===== config.mk =====
export PLATFORM = sky130hd
export DESIGN_NAME = hazard_unit_p
export DESIGN_NICKNAME = d
export VERILOG_FILES = /design/src/rtl/hazard_unit_p.sv
export SDC_FILE = /design/constraint.sdc
export NUM_CORES = 1
export LEC_CHECK = 0
export BUFFER_PORTS_ARGS = -buffer_cell sky130_fd_sc_hd__buf_2
export CAP_MARGIN = 20
export CORE_AREA = 2 2 68 70
export CTS_CLUSTER_DIAMETER = 80
export CTS_CLUSTER_SIZE = 8
export DETAILED_ROUTE_END_ITERATION = 7
export DIE_AREA = 0 0 70 72
export GPL_ROUTABILITY_DRIVEN = 0
export GPL_TIMING_DRIVEN = 0
export HOLD_SLACK_MARGIN = 0.03
export PLACE_DENSITY = 0.77
export SLEW_MARGIN = 15
export SYNTH_ARGS = -nofsm -noshare
export SYNTH_HDL_FRONTEND = slang
export SYNTH_SLANG_ARGS = --single-unit

===== constraint.sdc =====
create_clock -name clk -period 5.3 [get_ports clk]
set_clock_uncertainty 0.15 [all_clocks]
set_input_delay 0 -clock clk [delete_from_list [all_inputs] [get_ports clk]]
set_output_delay 0 -clock clk [all_outputs]
set_load 0.05 [all_outputs]

===== src/rtl/hazard_unit_p.sv =====
// Pipeline hazard controller for the 5-stage MIPS core: operand forwarding, stage stall/flush,
// mult/div latency tracking, deferred exception issue and a saturating stall counter.
module hazard_unit_p #(
  parameter int unsigned REGW     = 5,
  parameter int unsigned MULT_LAT = 4,
  parameter int unsigned DIV_LAT  = 32,
  parameter int unsigned CNTW     = 16
) (
  input  logic            clk,
  input  logic            reset,
  input  logic [REGW-1:0] rsD,
  input  logic [REGW-1:0] rtD,
  input  logic [REGW-1:0] rsE,
  input  logic [REGW-1:0] rtE,
  input  logic [REGW-1:0] writeregE,
  input  logic [REGW-1:0] writeregM,
  input  logic [REGW-1:0] writeregW,
  input  logic            regwriteE,
  input  logic            regwriteM,
  input  logic            regwriteW,
  input  logic            memtoregE,
  input  logic            memtoregM,
  input  logic            branchD,
  input  logic            jumpregD,
  input  logic            instrackF,
  input  logic            dataackM,
  input  logic            hiloaccessD,
  input  logic            mdstartE,
  input  logic            mddivE,
  input  logic            exceptionM,
  input  logic            cntclear,
  output logic            forwardAD,
  output logic            forwardBD,
  output logic [1:0]      forwardAE,
  output logic [1:0]      forwardBE,
  output logic            stallF,
  output logic            stallD,
  output logic            stallE,
  output logic            stallM,
  output logic            stallW,
  output logic            flushD,
  output logic            flushE,
  output logic            flushM,
  output logic            activeexception,
  output logic            mdbusy,
  output logic [CNTW-1:0] stallcount
);

  localparam int unsigned MDW = $clog2(DIV_LAT + 1);

  typedef enum logic {StIdle, StPend} exc_state_e;

  exc_state_e      excStateQ, excStateD;
  logic [MDW-1:0]  mdCntQ, mdCntD;
  logic [CNTW-1:0] stallCntQ, stallCntD;

  logic lwstall, brstall, mdstall, instrmiss, datamiss, memstall;

  // Register 0 is hardwired, so a write to it never creates a dependency.
  function automatic logic hit(input logic we, input logic [REGW-1:0] dst,
                               input logic [REGW-1:0] src);
    return we && (dst != '0) && (dst == src);
  endfunction

  always_comb begin
    forwardAE = hit(regwriteM, writeregM, rsE) ? 2'b10 :
                hit(regwriteW, writeregW, rsE) ? 2'b01 : 2'b00;
    forwardBE = hit(regwriteM, writeregM, rtE) ? 2'b10 :
                hit(regwriteW, writeregW, rtE) ? 2'b01 : 2'b00;
    forwardAD = hit(regwriteM, writeregM, rsD);
    forwardBD = hit(regwriteM, writeregM, rtD);

    lwstall = hit(memtoregE, writeregE, rsD) | hit(memtoregE, writeregE, rtD);
    brstall = (branchD | jumpregD) &
              (hit(regwriteE, writeregE, rsD) | hit(regwriteE, writeregE, rtD) |
               hit(memtoregM, writeregM, rsD) | hit(memtoregM, writeregM, rtD));

    instrmiss = ~instrackF;
    datamiss  = ~dataackM;
    memstall  = instrmiss | datamiss;
    mdbusy    = (mdCntQ != '0);
    mdstall   = hiloaccessD & (mdbusy | mdstartE);

    stallD = lwstall | brstall | mdstall | memstall;
    stallF = stallD;
    stallE = memstall;
    stallM = datamiss;
    stallW = datamiss;

    activeexception = (exceptionM | (excStateQ == StPend)) & ~memstall;

    flushD = activeexception;
    flushE = (stallD & ~memstall) | activeexception;
    flushM = (memstall & ~datamiss) | activeexception;
  end

  // A new issue always reloads, so a back-to-back mult/div restarts the latency window.
  always_comb begin
    mdCntD = mdCntQ;
    if (mdstartE && !stallE) begin
      mdCntD = mddivE ? MDW'(DIV_LAT) : MDW'(MULT_LAT);
    end else if (mdCntQ != '0) begin
      mdCntD = mdCntQ - MDW'(1);
    end
  end

  always_comb begin
    excStateD = excStateQ;
    unique case (excStateQ)
      StIdle: if (exceptionM && memstall) excStateD = StPend;
      StPend: if (!memstall) excStateD = StIdle;
      default: excStateD = StIdle;
    endcase
  end

  always_comb begin
    stallCntD = stallCntQ;
    if (cntclear) begin
      stallCntD = '0;
    end else if (stallD && (stallCntQ != '1)) begin
      stallCntD = stallCntQ + CNTW'(1);
    end
  end

  assign stallcount = stallCntQ;

  always_ff @(posedge clk or negedge reset) begin
    if (!reset) begin
      excStateQ <= StIdle;
      mdCntQ    <= '0;
      stallCntQ <= '0;
    end else begin
      excStateQ <= excStateD;
      mdCntQ    <= mdCntD;
      stallCntQ <= stallCntD;
    end
  end

endmodule


== Word level (Yosys, flattened, before mapping) ==
Index checks and enable logic that the tools add are counted.

* Output and inout port bits: 32
* Word-level logic and storage cells: 75
* Input bits: 51
* Bits in registers: 23

* Reductions and logical operators: 27
* Eq/ne operators: 9
* Multiplexer cells: 12
* Add/sub/neg operators: 2
* Bitwise operators: 22

{| class="wikitable"
|+ Operators by type and width
! operator !! number
|-
| $eq A5 B5 Y1 || 8
|-
| $mux W16 || 2
|-
| $logic_and A1 B1 Y1 || 20
|-
| $mux W6 || 3
|-
| $add A16 B1 Y16 const B || 1
|-
| $ne A16 B16 Y1 const B || 1
|-
| $reduce_bool A5 Y1 || 3
|-
| $or A1 B1 Y1 || 13
|-
| $reduce_bool A6 Y1 || 1
|-
| $sub A6 B1 Y6 const B || 1
|-
| $and A1 B1 Y1 || 5
|-
| $mux W1 || 4
|-
| $mux W2 || 2
|-
| $not A1 Y1 || 4
|-
| $reduce_bool A2 Y1 || 2
|-
| $pmux W1 S2 || 1
|-
| $logic_not A1 Y1 || 1
|}

== Depth between registers and ports, before layout ==
* Word-level depth: 13
* Mapped depth: 11

== Least setup slack after synthesis ==
Ideal clock, no wire load.

* Path kind: input to output
* Start point: in writeregM[1]
* End point: out forwardAE[0]
* Required time: 5150 ps
* Data arrival time: 2915 ps
* Stages: 5
* Setup slack: 2235 ps
* Path through: buf_2 > or4_1 > o21ai_0 > nor4_1 > nor4_1

* Longest elaborated chain between the ends: 4
* Elaborated cells between the ends (all ways): 5
* Those cells by class: eq/ne: 1; mux: 1; reduce/logical: 3

{| class="wikitable"
|+ Ends and longest elaborated chain
! item !! RTL line !! RTL
|-
| start, declared || 16 || <nowiki>input logic [REGW-1:0] writeregM,</nowiki>
|-
| $reduce_bool A5 Y1 || 62 || <nowiki>return we && (dst != '0) && (dst == src);</nowiki>
|-
| $logic_and A1 B1 Y1 || 62 ||
|-
| $logic_and A1 B1 Y1 * || 62 ||
|-
| $mux W2 * || 66 || <nowiki>forwardAE = hit(regwriteM, writeregM, rsE) ? 2'b10 :</nowiki>
|-
| end, declared || 34 || <nowiki>output logic [1:0] forwardAE,</nowiki>
|}

Every way passes the cells marked *; elsewhere a longest branch is shown, timed or not.

== Worst setup path after layout ==
* Start point: reg mdCntQ[0]
* End point: out stallF

* Longest elaborated chain between the ends: 5

{| class="wikitable"
|+ Ends and longest elaborated chain
! item !! RTL line !! RTL
|-
| start, declared || 54 || <nowiki>logic [MDW-1:0] mdCntQ, mdCntD;</nowiki>
|-
| start signal, assigned || 134 || <nowiki>mdCntQ <= mdCntD;</nowiki>
|-
| $reduce_bool A6 Y1 || 81 || <nowiki>mdbusy = (mdCntQ != '0);</nowiki>
|-
| $or A1 B1 Y1 || 82 || <nowiki>mdstall = hiloaccessD & (mdbusy | mdstartE);</nowiki>
|-
| $and A1 B1 Y1 || 82 ||
|-
| $or A1 B1 Y1 (2 in series) || 84 || <nowiki>stallD = lwstall | brstall | mdstall | memstall;</nowiki>
|-
| end, declared || 36 || <nowiki>output logic stallF,</nowiki>
|}

No other way between the ends.

==> out/qor.yml <==
timing:
  finalCritPeriodShare: 0.553
  fmax_ghz: 0.341
  hold_violations: 0
  setup-tns-final_ps: 0
  finalSetupViolations: 0
  rsz0062_at_grt: "no"
  hold_ws_ps: 88.3
  period_needed_ps: 2930
  tightest_slew_ps: 524
  final_max_slew_viol_count: 0
  relSlewSlack: 0.650
min_path:
  hold_class: "primary input to asynchronous set/reset pin"
pwr:
  cellLeakagePower_uw: 0.00110
  ir_drop_v: 0.000163
  p_total_uw: 547
  intPower_uw: 346
  pwr-share-clk: 0.204
  p_sw_frac: 0.368
  p_comb_frac: 0.382
  p_sw_uw: 201
  power_density_nw_per_um2: 227
  pwr-share-seq: 0.414
clock_tree:
  cts.path.max_buffers: 2
  worstSkewPairLatency_ps: 270
  htreeDepth: 1
  cts_tree: "built"
  postCtsSetupBuffers: 0
  clock_sinks: 23
  cts-resized-gates: 0
  cts_buffers: 3
  clk_pin_slew_ps: 90
  root_buffer: "clkbuf_8"
detailed_routing:
  viasPerCell: 5.30
  wl_um: 4570
  drc: 0
  num_vias: 1888
  dr.pass1.iters: 4
  drt-initial-drc-count: 89
  final_antenna_net_count: 0
  avgRoutedWirePerCell_um: 12.8
grt:
  grt_max_degree: 24
  grt_pass1_vias: 1859
  grt_overflow_total: 0
  groute.usage.overall: 0.190
  antenna_found_initial: 0
  grt_pass1_wl_um: 7990
logic_synthesis:
  synthAdderAreaFrac: 0.0134
  synthMuxAreaShare: 0.0296
  synth_cells: 218
  synth_top_family_by_area: "simple AND/OR/NAND/NOR gates"
  ys_ff_latch: 23
  ys_types: 38
  ys_warn_count: 0
  async_flop_share: 1.00
  netlist_area_um2: 1860
  synth_edf_count: 0
  synth_compound_area_frac: 0.116
  syn_nets: 271
  yosys_most_used_dff: "dfrtp_1"
  synth_xor_area_frac: 0.207
  synth-simple-area-share: 0.269
  syn_avg_cell_area_um2: 8.55
  ys_seq_area_frac: 0.309
cells_and_area:
  final_common_cell: "buf_2"
  diodes: 0
  drive_above_1_share: 0.329
  final_area_um2: 2410
  layout_common_cells: "buf_2, xor2_1, dfrtp_1, xnor2_1, nor2_1"
  syn2layout_area_growth_pct: 29.3
  fin_nets: 358
floorplan:
  die-area_um2: 5040
  rows: 24
  start_util: 0.437
  die_height_um: 72
  die_w_um: 70
  io_pins: 83
  core-area_um2: 4260
run_status:
  status: "completed"
placement:
  dp_hpwl_um: 3710
  portBuffers: 77
  placed_area_um2: 2310
critical_path:
  path_max_fanout: 10
  endpoint_kind: "output port"
  worstSetupPathType: "register to output port"
  critPathLaunchType: "register"
  required_ps: 5150
  worstPathArrival_ps: 2780
run:
  drv_cap: 0
==> critical path: stages, from the launching register on <==
cell and delay [ps]:
dfrtp_1 400, inv_1 100, ha_1 190, nand2_1 120
nor3_4 230, inv_1 140, o21ai_0 250, nor4b_2 350
buf_6 190, buf_4 170, inv_1 60, buf_4 120
buf_2 200
==> metal layers <==
layer	routed length (um)	track usage	part of all wire
met1	2030	0.240	0.44
met2	2270	0.338	0.50
met3	215	0.0167	0.047
met4	48	0.0748	0.011
met5	0	0	0
==> cells by family after synthesis <==
group                    after synthesis
multiplexers                           5
adder cells (fa/ha/maj)                2
buffers and inverters                 19
XOR/XNOR                              44
AO/OA/AOI/OAI                         38
AND/OR/NAND/NOR                       87
flip-flops                            23
==> per-stage QoR <==
stage | std cells | setup WS [ps] | utilization
6_report | 356 | 2370 | 0.565
5_1_grt | 356 | 2060 | 0.565
4_1_cts | 356 | 2340 | 0.565
3_5_place_dp | 347 | 2640 | 0.543
3_3_place_gp | 347 | 2700 | 0.543
2_1_floorplan | 218 | 2240 | -
==> sequential cells by signal, summed over array words and instances, names as in the netlist <==
signal and count:
excStateQ 1, mdCntQ 6, stallcount 16
==> cell usage after synthesis, drive strengths merged (3+ instances only) <==
master  instances  share of area
nor3           10          0.036
dfrtp          23           0.31
nor2b           4          0.013
xor2           27           0.13
o31ai           3          0.012
nand3          13          0.035
xnor2          17          0.080
or3            10          0.034
nand2          10          0.020
mux2            4          0.024
nor4            5          0.017
and3            3          0.013
nor2           16          0.032
buf             9          0.036
o21ai          14          0.038
nand4           4          0.013
or4             7          0.028
inv             5          0.010
a21oi          15          0.040
clkbuf          5          0.011
==> repair_timing <==
action | 4_1_cts | 5_1_grt
endpoints found under the setup margin | 0 | 0
hold buffers | 5 | 0
endpoints found under the hold margin | 27 | 0
==> area by class of cell <==
| type | instances | area [um^2] |
|---|---|---|
| clock buffers | 4 | 45.0 |
| inverters | 5 | 18.8 |
| well taps | 52 | 65.1 |
| repair buffers | 82 | 435 |
| plain buffers | 14 | 87.6 |
| multi-input cells | 176 | 1180 |
| flip-flops and latches | 23 | 576 |
| fillers | 391 | 1860 |
==> path summary, 6_finish.rpt <==
check,cells after the start,start,slack [ps],endpoint
worst min-delay path,2,reset,90,stallcount[4]
worst max register to register,11,mdCntQ[0],2710,stallcount[2]
worst min register to register,2,mdCntQ[3],410,mdCntQ[3]
min in group clk,4,mdstartE,140,mdCntQ[0]
worst max-delay path,12,mdCntQ[0],2370,stallF
max in group asynchronous,2,reset,4550,stallcount[14]
==> power by group through the flow <==
| stage | Combinational (uW) | Clock (uW) | Sequential [uW] |
|---|---|---|---|
| 2_1_floorplan | 143 | 0 | 233 |
| 3_3_place_gp | 201 | 0 | 229 |
| 3_5_place_dp | 207 | 0 | 230 |
| 4_1_cts | 211 | 113 | 227 |
| 5_1_grt | 234 | 118 | 232 |
| 6_report | 209 | 112 | 226 |
Power figures use the tool's default switching activity.
